===== src/rtl/serial_add_pkg.sv =====
// rtl/serial_add_pkg.sv - shared constants and types for the bit-serial adder
//
// Purpose : state encoding and default width used by serial_adder.
// Ports   : none (package).

package serial_add_pkg;

  // Default operand/sum width.
  localparam int SA_WIDTH_DEF = 8;

  // Controller states.
  typedef enum logic [1:0] {
    ST_IDLE = 2'd0,
    ST_ADD  = 2'd1,
    ST_DONE = 2'd2
  } sa_state_e;

endpackage


===== src/rtl/serial_fa_bit.sv =====
// rtl/serial_fa_bit.sv - one-bit combinational full-adder cell
//
// Purpose : the single arithmetic cell that the serial adder reuses every cycle.
// Ports   :
//   a, b  in  1  operand bits
//   ci    in  1  carry in
//   s     out 1  sum bit
//   co    out 1  carry out

module serial_fa_bit (
  input  logic a,
  input  logic b,
  input  logic ci,
  output logic s,
  output logic co
);

  logic p;

  // p is the propagate term; it is shared by the sum and the carry.
  assign p  = a ^ b;
  assign s  = p ^ ci;
  assign co = (a & b) | (ci & p);

endmodule


===== src/rtl/serial_adder.sv =====
// rtl/serial_adder.sv - bit-serial WIDTH-bit adder built on one full-adder cell
//
// Purpose : on an accepted start, adds a + b + ci one bit per clock, LSB first,
//           and presents {co, sum} with a one-cycle done pulse.
//           Optional feature macro: SERIAL_ADD_OVF_EN (adds the ovf output).
// Ports   :
//   clk    in  1      clock, rising edge
//   rst    in  1      synchronous reset, active-high
//   start  in  1      request; sampled when not busy
//   a, b   in  WIDTH  operands, sampled with an accepted start
//   ci     in  1      carry-in, sampled with an accepted start
//   busy   out 1      high while bits are being processed
//   done   out 1      one-cycle pulse: sum/co valid
//   sum    out WIDTH  result, held until the next accepted start completes
//   co     out 1      final carry-out, held with sum
//   ovf    out 1      two's-complement overflow (SERIAL_ADD_OVF_EN only)

module serial_adder
  import serial_add_pkg::*;
#(
  parameter int WIDTH = SA_WIDTH_DEF
) (
  input  logic             clk,
  input  logic             rst,
  input  logic             start,
  input  logic [WIDTH-1:0] a,
  input  logic [WIDTH-1:0] b,
  input  logic             ci,
  output logic             busy,
  output logic             done,
  output logic [WIDTH-1:0] sum,
  output logic             co
`ifdef SERIAL_ADD_OVF_EN
  ,
  output logic             ovf
`endif
);

  localparam int             CW       = $clog2(WIDTH);
  localparam logic [CW-1:0]  CNT_LAST = CW'(WIDTH - 1);

  sa_state_e        state_q, state_d;
  logic [WIDTH-1:0] a_q, a_d;
  logic [WIDTH-1:0] b_q, b_d;
  logic [WIDTH-1:0] res_q, res_d;
  logic [CW-1:0]    cnt_q, cnt_d;
  logic             carry_q, carry_d;
  logic [WIDTH-1:0] sum_q, sum_d;
  logic             co_q, co_d;
  logic             busy_q, busy_d;
  logic             done_q, done_d;
`ifdef SERIAL_ADD_OVF_EN
  logic             ovf_q, ovf_d;
`endif

  logic fa_s;
  logic fa_co;

  // The only arithmetic in the design: one cell fed from the shift-register LSBs.
  serial_fa_bit u_fa (
    .a  (a_q[0]),
    .b  (b_q[0]),
    .ci (carry_q),
    .s  (fa_s),
    .co (fa_co)
  );

  always_comb begin
    state_d = state_q;
    a_d     = a_q;
    b_d     = b_q;
    res_d   = res_q;
    cnt_d   = cnt_q;
    carry_d = carry_q;
    sum_d   = sum_q;
    co_d    = co_q;
`ifdef SERIAL_ADD_OVF_EN
    ovf_d   = ovf_q;
`endif

    case (state_q)
      ST_IDLE, ST_DONE: begin
        if (start) begin
          a_d     = a;
          b_d     = b;
          carry_d = ci;
          cnt_d   = '0;
          state_d = ST_ADD;
        end else begin
          state_d = ST_IDLE;
        end
      end

      ST_ADD: begin
        a_d     = a_q >> 1;
        b_d     = b_q >> 1;
        // Sum bits enter at the MSB, so after WIDTH shifts bit 0 holds the LSB sum.
        res_d   = {fa_s, res_q[WIDTH-1:1]};
        carry_d = fa_co;
        if (cnt_q == CNT_LAST) begin
          // Counter is left at its last value so it never wraps mid-operation.
          state_d = ST_DONE;
          sum_d   = {fa_s, res_q[WIDTH-1:1]};
          co_d    = fa_co;
`ifdef SERIAL_ADD_OVF_EN
          // carry_q is the carry into the MSB cell on this final step.
          ovf_d   = carry_q ^ fa_co;
`endif
        end else begin
          cnt_d = cnt_q + CW'(1);
        end
      end

      default: begin
        state_d = ST_IDLE;
      end
    endcase

    // Status flags are registered copies of the next-state decode.
    busy_d = (state_d == ST_ADD);
    done_d = (state_d == ST_DONE);
  end

  always_ff @(posedge clk) begin
    if (rst) begin
      state_q <= ST_IDLE;
      a_q     <= '0;
      b_q     <= '0;
      res_q   <= '0;
      cnt_q   <= '0;
      carry_q <= 1'b0;
      sum_q   <= '0;
      co_q    <= 1'b0;
      busy_q  <= 1'b0;
      done_q  <= 1'b0;
`ifdef SERIAL_ADD_OVF_EN
      ovf_q   <= 1'b0;
`endif
    end else begin
      state_q <= state_d;
      a_q     <= a_d;
      b_q     <= b_d;
      res_q   <= res_d;
      cnt_q   <= cnt_d;
      carry_q <= carry_d;
      sum_q   <= sum_d;
      co_q    <= co_d;
      busy_q  <= busy_d;
      done_q  <= done_d;
`ifdef SERIAL_ADD_OVF_EN
      ovf_q   <= ovf_d;
`endif
    end
  end

  assign busy = busy_q;
  assign done = done_q;
  assign sum  = sum_q;
  assign co   = co_q;
`ifdef SERIAL_ADD_OVF_EN
  assign ovf  = ovf_q;
`endif

endmodule


===== config.mk =====
export PLATFORM = sky130hd
export DESIGN_NAME = serial_adder
export DESIGN_NICKNAME = d
export VERILOG_FILES = /design/src/rtl/serial_add_pkg.sv /design/src/rtl/serial_fa_bit.sv /design/src/rtl/serial_adder.sv
export SDC_FILE = /design/constraint.sdc
export NUM_CORES = 1
export LEC_CHECK = 0
export BUFFER_PORTS_ARGS = -buffer_cell sky130_fd_sc_hd__buf_2
export CORE_MARGIN = 5
export CORE_UTILIZATION = 45
export DETAILED_ROUTE_END_ITERATION = 10
export GPL_TIMING_DRIVEN = 0
export PLACE_DENSITY = 0.68
export SYNTH_ARGS = -nofsm -noshare
export SYNTH_HDL_FRONTEND = slang
export SYNTH_HIERARCHICAL = 1
export SYNTH_SLANG_ARGS = --single-unit

===== constraint.sdc =====
create_clock -name clk -period 2.61 [get_ports clk]
set_clock_uncertainty 0.15 [all_clocks]
set_input_delay 0.3915 -clock clk [delete_from_list [all_inputs] [get_ports clk]]
set_output_delay 0.3915 -clock clk [all_outputs]
set_load 0.1 [all_outputs]

# [Word level (Yosys, flattened, before mapping)]
# Cells that the tools add are included.
[word_totals] ff_bits=41 output_inout_bits=11
[classes] mux=12 bitwise_logic=5 addsub=1 n_eq_ne=7 reduce_logical=6
[ops] operator="one-hot mux 8 bit (2 select lines)" n=2
[ops] operator="2-to-1 mux 8 bit" n=2
[ops] operator="2-to-1 mux 3 bit" n=2
[ops] operator="one-hot mux 3 bit (2 select lines)" n=1
[ops] operator="== test 2 x 1 -> 1 bit, second input constant" n=2
[ops] operator="== test 2 bit, second input constant" n=2
[ops] operator="!= test 2 bit, second input constant" n=2
[ops] operator="one-hot mux 2 bit (2 select lines)" n=1
[ops] operator="AND reduction 2 bit" n=2
[ops] operator="adder 3 x 1 -> 3 bit, second input constant" n=1
[ops] operator="== test 3 bit, second input constant" n=1
[ops] operator="AND reduction 3 bit" n=1
[ops] operator="AND 1 bit" n=2
[ops] operator="zero test 2 bit" n=1
[ops] operator="2-to-1 mux 1 bit" n=2
[ops] operator="2-to-1 mux 2 bit" n=1
[ops] operator="one-hot mux 1 bit (2 select lines)" n=1
[ops] operator="nonzero test 2 bit" n=1
[ops] operator="OR reduction 2 bit" n=1
[ops] operator="bitwise XOR 1 bit" n=2
[ops] operator="bitwise OR 1 bit" n=1

# [Depth between registers and ports, before layout]
# Gate-level depths: netlist (run 1).
[logic_depth] word_depth=4 ltp_mapped=7 mapped_depth_nobuf=5

# [Modules after synthesis]
# The synthesis (run 1) kept the hierarchy.
[by_module_without_submodules] module="serial_adder" instances=1 cells_per_inst=192 area_per_inst_um2=1584.0 seq_area_each_um2=800.8
[by_module_without_submodules] module="serial_fa_bit" instances=1 cells_per_inst=1 area_per_inst_um2=20.0 seq_area_each_um2=0.0

# [Worst setup path before layout (run 1)]
# Ideal clock, no wire load.
[synth_path] path_kind="register -> register" start="register cnt_q[0]" end="register sum_q[5] (netlist: sum[5])" path_stages_with_launch=8 required_ns=2.388 path_slack_ns=1.067 path_buffers=2 t_arrival_ns=1.321 setup_time_ns=0.072 path_cell_list="dfxtp_1 -> ha_1 -> ha_1 -> buf_2 -> nand3b_1 -> buf_2 -> nand2_1 -> a21oi_1"
[synth_between] elab_chain_cells=2
[synth_rtl] element="start, declared" line="serial_adder.sv:46" rtl="logic [CW-1:0] cnt_q, cnt_d;"
[synth_rtl] element="start signal, assigned" line="serial_adder.sv:144" rtl="cnt_q <= cnt_d;"
[synth_rtl] element="== test 3 bit" line="serial_adder.sv:100" rtl="if (cnt_q == CNT_LAST) begin"
[synth_rtl] element="AND reduction 2 bit (no line)"
[synth_rtl] element="end signal, assigned" line="serial_adder.sv:146" rtl="sum_q <= sum_d;"
[synth_rtl] element="end, declared" line="serial_adder.sv:48" rtl="logic [WIDTH-1:0] sum_q, sum_d;"
# Every way passes these cells.
# A chain may end at the register's enable or synchronous reset.

# [Worst setup path after layout (run 1)]
[layout_path] start="register sum_q[2] (netlist: sum[2])" end="output port sum[2]"
[layout_lines] element="end, declared" line="serial_adder.sv:31" rtl="output logic [WIDTH-1:0] sum,"
# No word-level cell between the ends.

==> key figures, run 1 <==
Timing
  – Max-slew violation count: 0
  – Worst slew pin tran: 0.550 ns
  – RSZ-0062 raised after global routing: false
  – Final setup viols: 0
  – Rel. slew slack: 63.3%
  – Final hold vios: 0
  – Post-route minimum period: 1.68 ns
  – Fmax: 0.596 GHz
  – Period utilization: 64.3%
  – Setup_tns: 0 ns

Die
  – Std-Cell Rows: 21
  – Die ar.: 4860 um^2
  – Top-Level Pins: 31
  – Die H: 69.7 um
  – Die W: 69.7 um
  – Initial Utilization: 47.3%
  – CORE AREA: 3390 um^2

Power and ir drop
  – Leakage: 0.758 nW
  – Power per cell area: 609 nW/um^2
  – Pwr Total: 1.14 mW
  – Maximum VDD drop: 396 uV

Worst setup path
  – Worst EP arrival: 1.14 ns
  – WP buf/inv: 1
  – Cell count along the critical path: 1
  – Worst R2R Setup Slack: 0.97 ns
  – Crit Path Category: reg -> out
  – Worst Setup SP: sum[2]$_SDFFE_PP0P_
  – R2R Path Start: cnt_q[0]$_SDFFE_PP0P_
  – Worst Setup End Kind: output port
  – End point of the critical path: sum[2]
  – Slowest cell delay on critical path: 0.43 ns
  – Worst Path Max Fanout: 2
  – Startpoint types: register
  – Crit-path leading delay family: buffers and inverters
  – Crit-path cells: buf_2
  – R2r worst-path depth: 7
  – Required @ worst endpoint: 2.07 ns
  – Reg-to-Reg End: sum[2]$_SDFFE_PP0P_
  – Max stage delay cell, worst path: buf_2

Global routing
  – Global-route wire length before repair: 5910 um
  – Vias in the first global route: 1303
  – Antenna violations before repair: 0
  – Largest net degree at the start of global routing: 13
  – Total GRT Usage: 15.2%
  – Grt total ovfl: 0

Finish
  – # fillers: 346
  – Leading cell type in the layout, fill and taps excluded: nand2_1
  – Final Core Density: 55.1%
  – N_diodes: 0
  – Share of cells above drive strength 1: 22.2%
  – Final std cell area, no fill: 1870 um^2
  – Fin nets: 252
  – Area grow syn2layout: 16.5%
  – Sequential Area: 801 um^2
  – Commonest cells after routing, fill and taps aside: nand2_1, dfxtp_1, buf_2
  – Multi-input gate area: 713 um^2

Logic synthesis
  – Synth warn: 6
  – Syn Inst Count: 193
  – Syn_nets: 216
  – Syn avg cell area: 8.31 um^2
  – Sequential share of the synthesized area: 49.9%
  – Unique masters post-synth: 19
  – Seq cells post-synth: 40
  – Post-Synthesis Cell Area: 1600 um^2

Drt
  – DRC errors left: 0
  – WL per Instance: 12.2 um
  – DRT Wirelength: 3360 um
  – Vias: 1375
  – DR pass1 iterations: 4
  – Post-DRT Antenna Nets: 0
  – Initial DRC count: 132
  – Post-DR vias/cell: 4.98

Place
  – Gp weighted congestion: 0.800
  – Placed cell area: 1810 um^2
  – Dpl hpwl: 2410 um
  – I/O Buffers: 29

Clock tree
  – CTS clk-pin slew, worst paths: 0.12 ns
  – CTS root buffer: clkbuf_4
  – CTS sink count: 40
  – Clk_lat worst skew: 0.35 ns
  – CTS tree: done
  – Post-CTS Hold Buffers: 0
  – Longest Clk Path Bufs: 2
  – Post-CTS Resized: 0
  – Clock buffer count from CTS: 5
  – Htree depth: 2
  – # Post-CTS Setup Buffers: 0

Hold path
  – Hold path depth: 3
  – Worst Hold Class: in -> reg

Run
  – Max-cap viol count: 0

Run status
  – Status: complete, no violations
## power by group
part	switching (mW)	internal, mW
clock network	0.200	0.128
logic	0.0906	0.0585
registers	0.0183	0.641
total	0.308	0.828
## how the worst min path moves through the flow
stage / slack (ns) / from / endpoint
after floorplan: 0.29 / res_q[1]$_SDFFE_PP0P_ / res_q[1]$_SDFFE_PP0P_
after global placement: 0.29 / sum[1]$_SDFFE_PP0P_ / sum[1]$_SDFFE_PP0P_
after detailed placement: 0.29 / sum[7]$_SDFFE_PP0P_ / sum[7]$_SDFFE_PP0P_
after CTS: 0.12 / b[7] / b_q[7]$_SDFFE_PP0P_
after global routing: 0.12 / b[7] / b_q[7]$_SDFFE_PP0P_
final: 0.13 / b[7] / b_q[7]$_SDFFE_PP0P_
## kinds of logic after synthesis
kind of cell	synth area share, %
compound gates	16.5
fa+ha+maj	2.81
buf+inv	5.62
flops	49.9
simple gates	25.1
## synth_stat cells
| cell type | number | share of area (%) |
|---|---|---|
| a311oi_2 | 3 | 2.8 |
| nor2b_1 | 2 | 0.78 |
| buf_1 | 2 | 0.47 |
| dfxtp_1 | 40 | 50 |
| nand3_1 | 14 | 4.4 |
| buf_2 | 6 | 1.9 |
| or3b_1 | 1 | 0.55 |
| nand2b_1 | 3 | 1.2 |
| clkbuf_1 | 3 | 0.70 |
| buf_4 | 4 | 1.9 |
| ha_1 | 2 | 1.6 |
| nand2_1 | 57 | 13 |
| a311oi_1 | 12 | 6.6 |
| fa_1 | 1 | 1.2 |
| buf_6 | 1 | 0.70 |
| nor3b_1 | 1 | 0.47 |
| a21oi_1 | 23 | 7.2 |
| nand3b_1 | 1 | 0.47 |
| nor2_1 | 17 | 4.0 |
## per-stage QoR
stage	worst slack (ns)	cells	hold slack (ns)
2_1_floorplan	1.07	193	0.287
3_3_place_gp	0.976	268	0.292
3_5_place_dp	0.970	268	0.294
4_1_cts	0.921	276	0.115
5_1_grt	0.789	276	0.118
6_report	0.932	276	0.127
## flip-flops by register name, summed over array words and instances, names as in the netlist
register,cells
carry_q,1
busy,1
co,1
state_q,2
done,1
sum,8
a_q,8
b_q,8
res_q,7
cnt_q,3
## worst min-delay path: cells and delay by family
family,cells,cell delay (ns)
buffers and inverters,1,0.09
and+or+nand+nor,1,0.05
AOI/OAI and AO/OA,1,0.05
## routing by layer
metal,track usage (%),routed length (um)
met1,19.1,1570
met2,23.9,1570
met3,3.91,173
met4,7.66,44
met5,0,0
## layout make-up
class / instances / share of cell area (%)
multi-input combinational: 137 / 38.2
clock inverter: 2 / 0.536
timing repair buffer: 29 / 7.77
clock buffer: 6 / 2.75
buffer: 16 / 4.82
sequential: 40 / 42.9
tap: 46 / 3.08
No activity file was read; power rests on OpenSTA's default activity.
==> run 2, diff against run 1 <==
--- a/config.mk
+++ b/config.mk
@@ -5,12 +5,13 @@
 export SDC_FILE = /design/constraint.sdc
 export NUM_CORES = 1
 export LEC_CHECK = 0
+export ABC_AREA = 1
 export BUFFER_PORTS_ARGS = -buffer_cell sky130_fd_sc_hd__buf_2
 export CORE_MARGIN = 5
 export CORE_UTILIZATION = 45
 export DETAILED_ROUTE_END_ITERATION = 10
 export GPL_TIMING_DRIVEN = 0
-export PLACE_DENSITY = 0.68
+export PLACE_DENSITY = 0.67
 export SYNTH_ARGS = -nofsm -noshare
 export SYNTH_HDL_FRONTEND = slang
 export SYNTH_HIERARCHICAL = 1
==> constraint.sdc (replaced) <==
create_clock -name clk -period 1.7 [get_ports clk]
set_clock_uncertainty 0.15 [all_clocks]
set_input_delay 0.255 -clock clk [delete_from_list [all_inputs] [get_ports clk]]
set_output_delay 0.255 -clock clk [all_outputs]
set_load 0.1 [all_outputs]
==> run 2 against run 1 <==
Net effect:
- combinational power grew 120%
- clock power up 98%
- routed wire length grew 8.0%
- highest routed layer unchanged
==> key figures, run 2 <==
Finish
  – # fillers: 395 (was 346)
  – Final Core Density: 55.3% (was 55.1%)
  – N_diodes: 0 (unchanged)
  – Sequential Area: 801 um^2 (unchanged)
  – Fin nets: 286 (was 252)
  – Multi-input gate area: 739 um^2 (was 713 um^2)
  – Share of cells above drive strength 1: 23.9% (was 22.2%)
  – Commonest cells after routing, fill and taps aside: dfxtp_1, nor2_1, buf_2 (was nand2_1, dfxtp_1, buf_2)
  – Leading cell type in the layout, fill and taps excluded: dfxtp_1 (was nand2_1)
  – Area grow syn2layout: 17.3% (was 16.5%)

Power and ir drop
  – Leakage: 0.973 nW (was 0.758 nW)
  – Maximum VDD drop: 581 uV (was 396 uV)
  – Power per cell area: 978 nW/um^2 (was 609 nW/um^2)

Worst setup path
  – Required @ worst endpoint: 1.74 ns (was 2.07 ns)
  – Slowest cell delay on critical path: 0.32 ns (was 0.43 ns)
  – Most frequent CP cell: ha_1
  – Crit-path cells: ha_1 -> ha_1 -> inv_2 -> nand3_1 -> a21oi_1 -> nor2_1 (was buf_2)
  – Startpoint types: register (unchanged)
  – Max stage delay cell, worst path: dfxtp_1 (was buf_2)
  – Worst Setup End Kind: register (was output port)
  – Worst Path Max Fanout: 6 (was 2)
  – Crit Path Category: reg -> reg (was reg -> out)
  – Worst EP arrival: 1.61 ns (was 1.14 ns)

Place
  – I/O Buffers: 30 (was 29)
  – Dpl hpwl: 2590 um (was 2410 um)
  – Gp weighted congestion: 0.745 (was 0.800)

Logic synthesis
  – Post-Synthesis Cell Area: 1750 um^2 (was 1600 um^2)
  – Seq cells post-synth: 40 (unchanged)
  – Commonest cells post-synth: dfxtp_1, nor2_1, nand3_1 (was nand2_1, dfxtp_1, a21oi_1)
  – Synth top area cells: dfxtp_1, nand3_1, nor2_1, nand2_1, inv_1 (was dfxtp_1, nand2_1, a21oi_1, a311oi_1, nand3_1)
  – Syn Inst Count: 226 (was 193)
  – Share of the synthesized area in the top cell type: 45.7% (was 49.9%)
  – Leading area contributor after synthesis: dfxtp_1 (unchanged)
  – Synth warn: 6 (unchanged)
  – Post-synth EDFFs: 0 (unchanged)
  – Syn_nets: 249 (was 216)
  – Syn avg cell area: 7.75 um^2 (was 8.31 um^2)
  – Most common cell in the netlist: dfxtp_1 (was nand2_1)
  – FFs w/ async S/R, synth: 0% (unchanged)
  – Sequential share of the synthesized area: 45.7% (was 49.9%)
  – Unique masters post-synth: 23 (was 19)
  – Ys flop type: dfxtp_1 (unchanged)

Drt
  – DR pass1 iterations: 4 (unchanged)
  – Post-DR vias/cell: 4.83 (was 4.98)
  – WL per Instance: 11.6 um (was 12.2 um)
  – Vias: 1507 (was 1375)
  – Initial DRC count: 94 (was 132)
  – DRC errors left: 0 (unchanged)
  – Post-DRT Antenna Nets: 0 (unchanged)
  – DRT Wirelength: 3630 um (was 3360 um)

Die
  – CORE AREA: 3720 um^2 (was 3390 um^2)
  – Die H: 72.4 um (was 69.7 um)
  – Std-Cell Rows: 22 (was 21)
  – Top-Level Pins: 31 (unchanged)
  – Die ar.: 5240 um^2 (was 4860 um^2)
  – Initial Utilization: 47.1% (was 47.3%)
  – Die W: 72.4 um (was 69.7 um)

Clock tree
  – Clk_lat worst skew: 0.29 ns (was 0.35 ns)
  – Clock buffer count from CTS: 5 (unchanged)
  – Post-CTS Resized: 0 (unchanged)
  – Post-CTS Hold Buffers: 0 (unchanged)
  – CTS tree: done (unchanged)
  – Longest Clk Path Bufs: 2 (unchanged)
  – CTS clk-pin slew, worst paths: 0.07 ns (was 0.12 ns)
  – # Post-CTS Setup Buffers: 0 (unchanged)
  – CTS sink count: 40 (unchanged)
  – CTS root buffer: clkbuf_8 (was clkbuf_4)
  – Htree depth: 2 (unchanged)

Timing
  – Post-route minimum period: 1.57 ns
  – Period utilization: 92.5%
  – Worst slew pin tran: 0.487 ns (was 0.550 ns)
  – Max-slew violation count: 0 (unchanged)
  – RSZ-0062 raised after global routing: false (unchanged)
  – Final hold vios: 0 (unchanged)
  – Final setup viols: 0 (unchanged)
  – Setup_tns: 0 ns (unchanged)
  – Rel. slew slack: 67.5% (was 63.3%)
  – Fmax: 0.636 GHz

Global routing
  – Global-route wire length before repair: 5870 um (was 5910 um)
  – Largest net degree at the start of global routing: 13 (unchanged)
  – Grt total ovfl: 0 (unchanged)
  – Total GRT Usage: 14.5% (was 15.2%)
  – Antenna violations before repair: 0 (unchanged)
  – Vias in the first global route: 1241 (was 1303)

Run status
  – Status: complete, no violations (unchanged)

Run
  – Max-cap viol count: 0 (unchanged)

Hold path
  – Worst Hold Class: in -> reg (unchanged)
==> run 2: cell count changes after synthesis, moves of 4 or more <==
cell / previous run / this run
nand2_1: 57 / 27
buf_4: 4 / 0
o21ai_0: 0 / 6
nor3_1: 0 / 15
nand3_1: 14 / 33
o21ai_1: 0 / 7
a311oi_1: 12 / 0
a21oi_1: 23 / 6
inv_1: 0 / 20
nor2_1: 17 / 38
nand3_2: 0 / 4
inv_2: 0 / 5
==> run 2: area by class of cell <==
type | count | area share, %
plain buffers | 13 | 5.72
clock buffers | 6 | 4.02
clock inverters | 2 | 0.487
inverters | 25 | 4.57
multi-input cells | 148 | 36.0
flip-flops and latches | 40 | 39.0
well taps | 48 | 2.92
repair buffers | 30 | 7.31
==> run 2: cell families (layout without fill, tap and decap cells) <==
family	Yosys count	in the layout	share of synthesized area, %
buffers and inverters	38	76	12.1
and+or+nand+nor	124	124	33.2
DFF	40	40	45.7
AOI/OAI and AO/OA	21	21	6.43
adders and majority gates	3	3	2.57
==> run 2: power breakdown <==
| part | internal (mW) | switching, mW |
|---|---|---|
| logic | 0.133 | 0.196 |
| registers | 1.00 | 0.0301 |
| clock network | 0.324 | 0.326 |
==> run 2: routing by layer <==
layer,track usage (%),routed length (um),vias up
met3,2.91,201,5
met1,21.0,1780,671
met5,0,0,-
li1,-,-,798
met4,6.76,57,0
met2,20.5,1590,33
==> run 2: metrics by stage <==
stage	cells	area, um^2	total power, mW	setup WS [ns]	hold WS, ns
2_1_floorplan	226	1750	1.30	0.274	0.167
3_3_place_gp	304	1960	1.38	0.164	0.305
3_5_place_dp	304	1960	1.38	0.139	0.308
4_1_cts	312	2050	2.02	0.135	0.0375
5_1_grt	312	2050	2.12	0.0315	0.0432
6_report	312	2050	2.01	0.128	0.0373
==> run 2: worst paths after layout <==
path,from,end,slack [ns],depth (start not counted)
worst max register to register,cnt_q[0]$_SDFFE_PP0P_,cnt_q[0]$_SDFFE_PP0P_,0.13,6
worst max-delay path,cnt_q[0]$_SDFFE_PP0P_,cnt_q[0]$_SDFFE_PP0P_,0.13,6
worst min-delay path,a[4],a_q[4]$_SDFFE_PP0P_,0.04,3
worst min register to register,res_q[2]$_SDFFE_PP0P_,sum[1]$_SDFFE_PP0P_,0.32,2
==> run 2: critical path: cells and delay by family (launching register included) <==
family | cells | cell delay (ns)
and+or+nand+nor | 2 | 0.29
adders and majority gates | 2 | 0.41
buffers and inverters | 1 | 0.11
DFF | 1 | 0.32
AOI/OAI and AO/OA | 1 | 0.20
==> run 3, diff against run 2 <==
--- a/config.mk
+++ b/config.mk
@@ -14,5 +14,4 @@
 export PLACE_DENSITY = 0.67
 export SYNTH_ARGS = -nofsm -noshare
 export SYNTH_HDL_FRONTEND = slang
-export SYNTH_HIERARCHICAL = 1
 export SYNTH_SLANG_ARGS = --single-unit
==> run 3 against run 2 <==
Net effect:
- total power grew 6.3%
- sequential share of layout area shrank 1.2 points
- global-route usage grew 1.3 points
- combinational power is essentially flat
- count of clock-buffer cells in the layout is the same
- worst hold slack gained 0.014 ns
- routed wire length shrank 0.99%
- synthesized area grew 2.9%
- largest cell class is now multi-input gates
==> key figures, run 3 <==
Timing
  – Worst slew pin tran: 0.489 ns (was 0.487 ns)
  – RSZ-0062 raised after global routing: false (unchanged)
  – Fmax: 0.642 GHz (was 0.636 GHz)
  – Final WS setup: 0.143 ns (was 0.128 ns)
  – Max-slew violation count: 0 (unchanged)
  – Post-route minimum period: 1.56 ns (was 1.57 ns)
  – Rel. slew slack: 67.6% (was 67.5%)
  – Final setup viols: 0 (unchanged)
  – Setup_tns: 0 ns (unchanged)
  – Period utilization: 91.6% (was 92.5%)
  – Final hold vios: 0 (unchanged)

Logic synthesis
  – Share of the synthesized area in the top cell type: 44.4% (was 45.7%)
  – Leading area contributor after synthesis: dfxtp_1 (unchanged)
  – Unique masters post-synth: 24 (was 23)
  – Sequential share of the synthesized area: 44.4% (was 45.7%)
  – Most common cell in the netlist: nor2_1 (was dfxtp_1)
  – Synth top area cells: dfxtp_1, nor2_1, nor3_2, nand3_1, inv_1 (was dfxtp_1, nand3_1, nor2_1, nand2_1, inv_1)
  – Syn Inst Count: 223 (was 226)
  – Syn_nets: 246 (was 249)
  – Post-synth EDFFs: 0 (unchanged)
  – FFs w/ async S/R, synth: 0% (unchanged)
  – Seq cells post-synth: 40 (unchanged)
  – Post-Synthesis Cell Area: 1800 um^2 (was 1750 um^2)
  – Commonest cells post-synth: nor2_1, dfxtp_1, inv_1 (was dfxtp_1, nor2_1, nand3_1)
  – Synth warn: 0 (was 6)
  – Ys flop type: dfxtp_1 (unchanged)
  – Syn avg cell area: 8.08 um^2 (was 7.75 um^2)

Worst setup path
  – Crit-path cells: ha_1 -> ha_1 -> inv_1 -> nand3_1 -> a21oi_1 -> nor2_1 (was ha_1 -> ha_1 -> inv_2 -> nand3_1 -> a21oi_1 -> nor2_1)
  – Worst EP arrival: 1.60 ns (was 1.61 ns)
  – Required @ worst endpoint: 1.74 ns (about the same)
  – Startpoint types: register (unchanged)
  – Slowest cell delay on critical path: 0.32 ns (about the same)
  – Crit Path Category: reg -> reg (unchanged)
  – Max stage delay cell, worst path: dfxtp_1 (unchanged)
  – Worst Path Max Fanout: 6 (unchanged)
  – Worst Setup End Kind: register (unchanged)
  – R2R Path Start: cnt_q[0]$_SDFFE_PP0P_ (unchanged)
  – R2r worst-path depth: 6 (unchanged)
  – Most frequent CP cell: ha_1 (unchanged)
  – Crit-path leading delay family: adder cells (unchanged)
  – Reg-to-Reg End: cnt_q[0]$_SDFFE_PP0P_ (unchanged)
  – WP buf/inv: 1 (unchanged)
  – Worst R2R Setup Slack: 0.14 ns (was 0.13 ns)

Power and ir drop
  – Maximum VDD drop: 569 uV (was 581 uV)
  – Power per cell area: 1010 nW/um^2 (was 978 nW/um^2)
  – Leakage: 0.986 nW (was 0.973 nW)
  – Pwr Total: 2.14 mW (was 2.01 mW)

Clock tree
  – CTS sink count: 40 (unchanged)
  – Longest Clk Path Bufs: 2 (unchanged)
  – Post-CTS Hold Buffers: 0 (unchanged)
  – Htree depth: 2 (unchanged)
  – # Post-CTS Setup Buffers: 0 (unchanged)
  – CTS clk-pin slew, worst paths: 0.08 ns (was 0.07 ns)
  – Clk_lat worst skew: 0.29 ns (about the same)
  – CTS tree: done (unchanged)
  – Post-CTS Resized: 0 (unchanged)
  – Clock buffer count from CTS: 5 (unchanged)
  – CTS root buffer: clkbuf_8 (unchanged)

Die
  – Top-Level Pins: 31 (unchanged)
  – Die H: 73.3 um (was 72.4 um)
  – CORE AREA: 3940 um^2 (was 3720 um^2)
  – Initial Utilization: 45.7% (was 47.1%)
  – Die W: 73.3 um (was 72.4 um)
  – Die ar.: 5370 um^2 (was 5240 um^2)
  – Std-Cell Rows: 23 (was 22)

Place
  – Inst Count DP: 303 (was 304)
  – Dpl hpwl: 2610 um (was 2590 um)
  – Gp weighted congestion: 0.761 (was 0.745)
  – Pre-CTS WS: 0.154 ns (was 0.139 ns)
  – I/O Buffers: 30 (unchanged)

Finish
  – Fin cells: 311 (was 312)
  – Final Core Density: 53.8% (was 55.3%)
  – Area grow syn2layout: 17.8% (was 17.3%)
  – N_diodes: 0 (unchanged)
  – Multi-input gate area: 811 um^2 (was 739 um^2)
  – Commonest cells after routing, fill and taps aside: nor2_1, dfxtp_1, buf_2 (was dfxtp_1, nor2_1, buf_2)
  – Fin nets: 283 (was 286)
  – Share of cells above drive strength 1: 30.3% (was 23.9%)
  – # fillers: 399 (was 395)
  – Sequential Area: 801 um^2 (unchanged)
  – Leading cell type in the layout, fill and taps excluded: nor2_1 (was dfxtp_1)

Drt
  – DR pass1 iterations: 4 (unchanged)
  – Post-DRT Antenna Nets: 0 (unchanged)
  – DRC errors left: 0 (unchanged)
  – Post-DR vias/cell: 4.72 (was 4.83)
  – DRT Wirelength: 3590 um (was 3630 um)
  – WL per Instance: 11.5 um (was 11.6 um)
  – Initial DRC count: 97 (was 94)
  – Vias: 1468 (was 1507)

Hold path
  – Sink of the worst hold path: a_q[7]$_SDFFE_PP0P_ (was a_q[4]$_SDFFE_PP0P_)
  – Min-delay src: a[7] (was a[4])
  – Worst Hold Class: in -> reg (unchanged)
  – Hold path depth: 3 (unchanged)

Global routing
  – Vias in the first global route: 1443 (was 1241)
  – Largest net degree at the start of global routing: 13 (unchanged)
  – Antenna violations before repair: 0 (unchanged)
  – Global-route wire length before repair: 6510 um (was 5870 um)
  – Total GRT Usage: 15.8% (was 14.5%)
  – Grt total ovfl: 0 (unchanged)

Run status
  – Status: complete, no violations (unchanged)

Run
  – Max-cap viol count: 0 (unchanged)
==> run 3: layout make-up <==
cell class | count | share of cell area, %
timing repair buffer | 30 | 7.08
buffer | 10 | 4.07
clock inverter | 2 | 1.65
clock buffer | 6 | 3.42
tap | 50 | 2.95
multi-input combinational | 146 | 38.2
sequential | 40 | 37.7
inverter | 27 | 4.89
==> run 3: routing by layer <==
metal  up-vias  wire length, um  GRT usage [%]
li1        780                -              -
met1       654             1710           20.3
met4         0               75           6.76
met2        25             1620           24.2
met3         9              186           4.92
met5         -                0              0
==> run 3: cells by family after synthesis <==
family / share of synthesized area [%]
buffers and inverters: 10.6
AO/OA/AOI/OAI: 7.22
flip-flops: 44.4
AND/OR/NAND/NOR: 35.3
adder cells (fa/ha/maj): 2.50
==> run 3: metrics by stage <==
step,area [um^2],hold slack (ns)
finish,2120,0.0516
global route,2120,0.0601
CTS,2120,0.0482
detailed placement,2010,0.313
global placement,2010,0.311
floorplan,1800,0.174
==> run 3: worst min-delay path, stage by stage <==
cell	delay, ns
buf_2	0.09
nand2_1	0.05
a21oi_1	0.05
==> run 3: how the worst max path moves through the flow <==
stage	start	to	slack, ns	cells past startpoint
2_1_floorplan	co$_SDFFE_PP0P_	co$_SDFFE_PP0P_	0.26	2
3_3_place_gp	cnt_q[0]$_SDFFE_PP0P_	cnt_q[0]$_SDFFE_PP0P_	0.17	6
3_5_place_dp	cnt_q[0]$_SDFFE_PP0P_	cnt_q[0]$_SDFFE_PP0P_	0.15	6
4_1_cts	cnt_q[0]$_SDFFE_PP0P_	cnt_q[0]$_SDFFE_PP0P_	0.14	6
5_1_grt	cnt_q[0]$_SDFFE_PP0P_	cnt_q[0]$_SDFFE_PP0P_	0.05	6
6_report	cnt_q[0]$_SDFFE_PP0P_	cnt_q[0]$_SDFFE_PP0P_	0.14	6
==> run 3: power by group <==
part | total (mW) | switching [mW] | internal (mW)
registers | 1.04 | 0.0387 | 0.999
logic | 0.332 | 0.196 | 0.136
clock network | 0.766 | 0.331 | 0.436
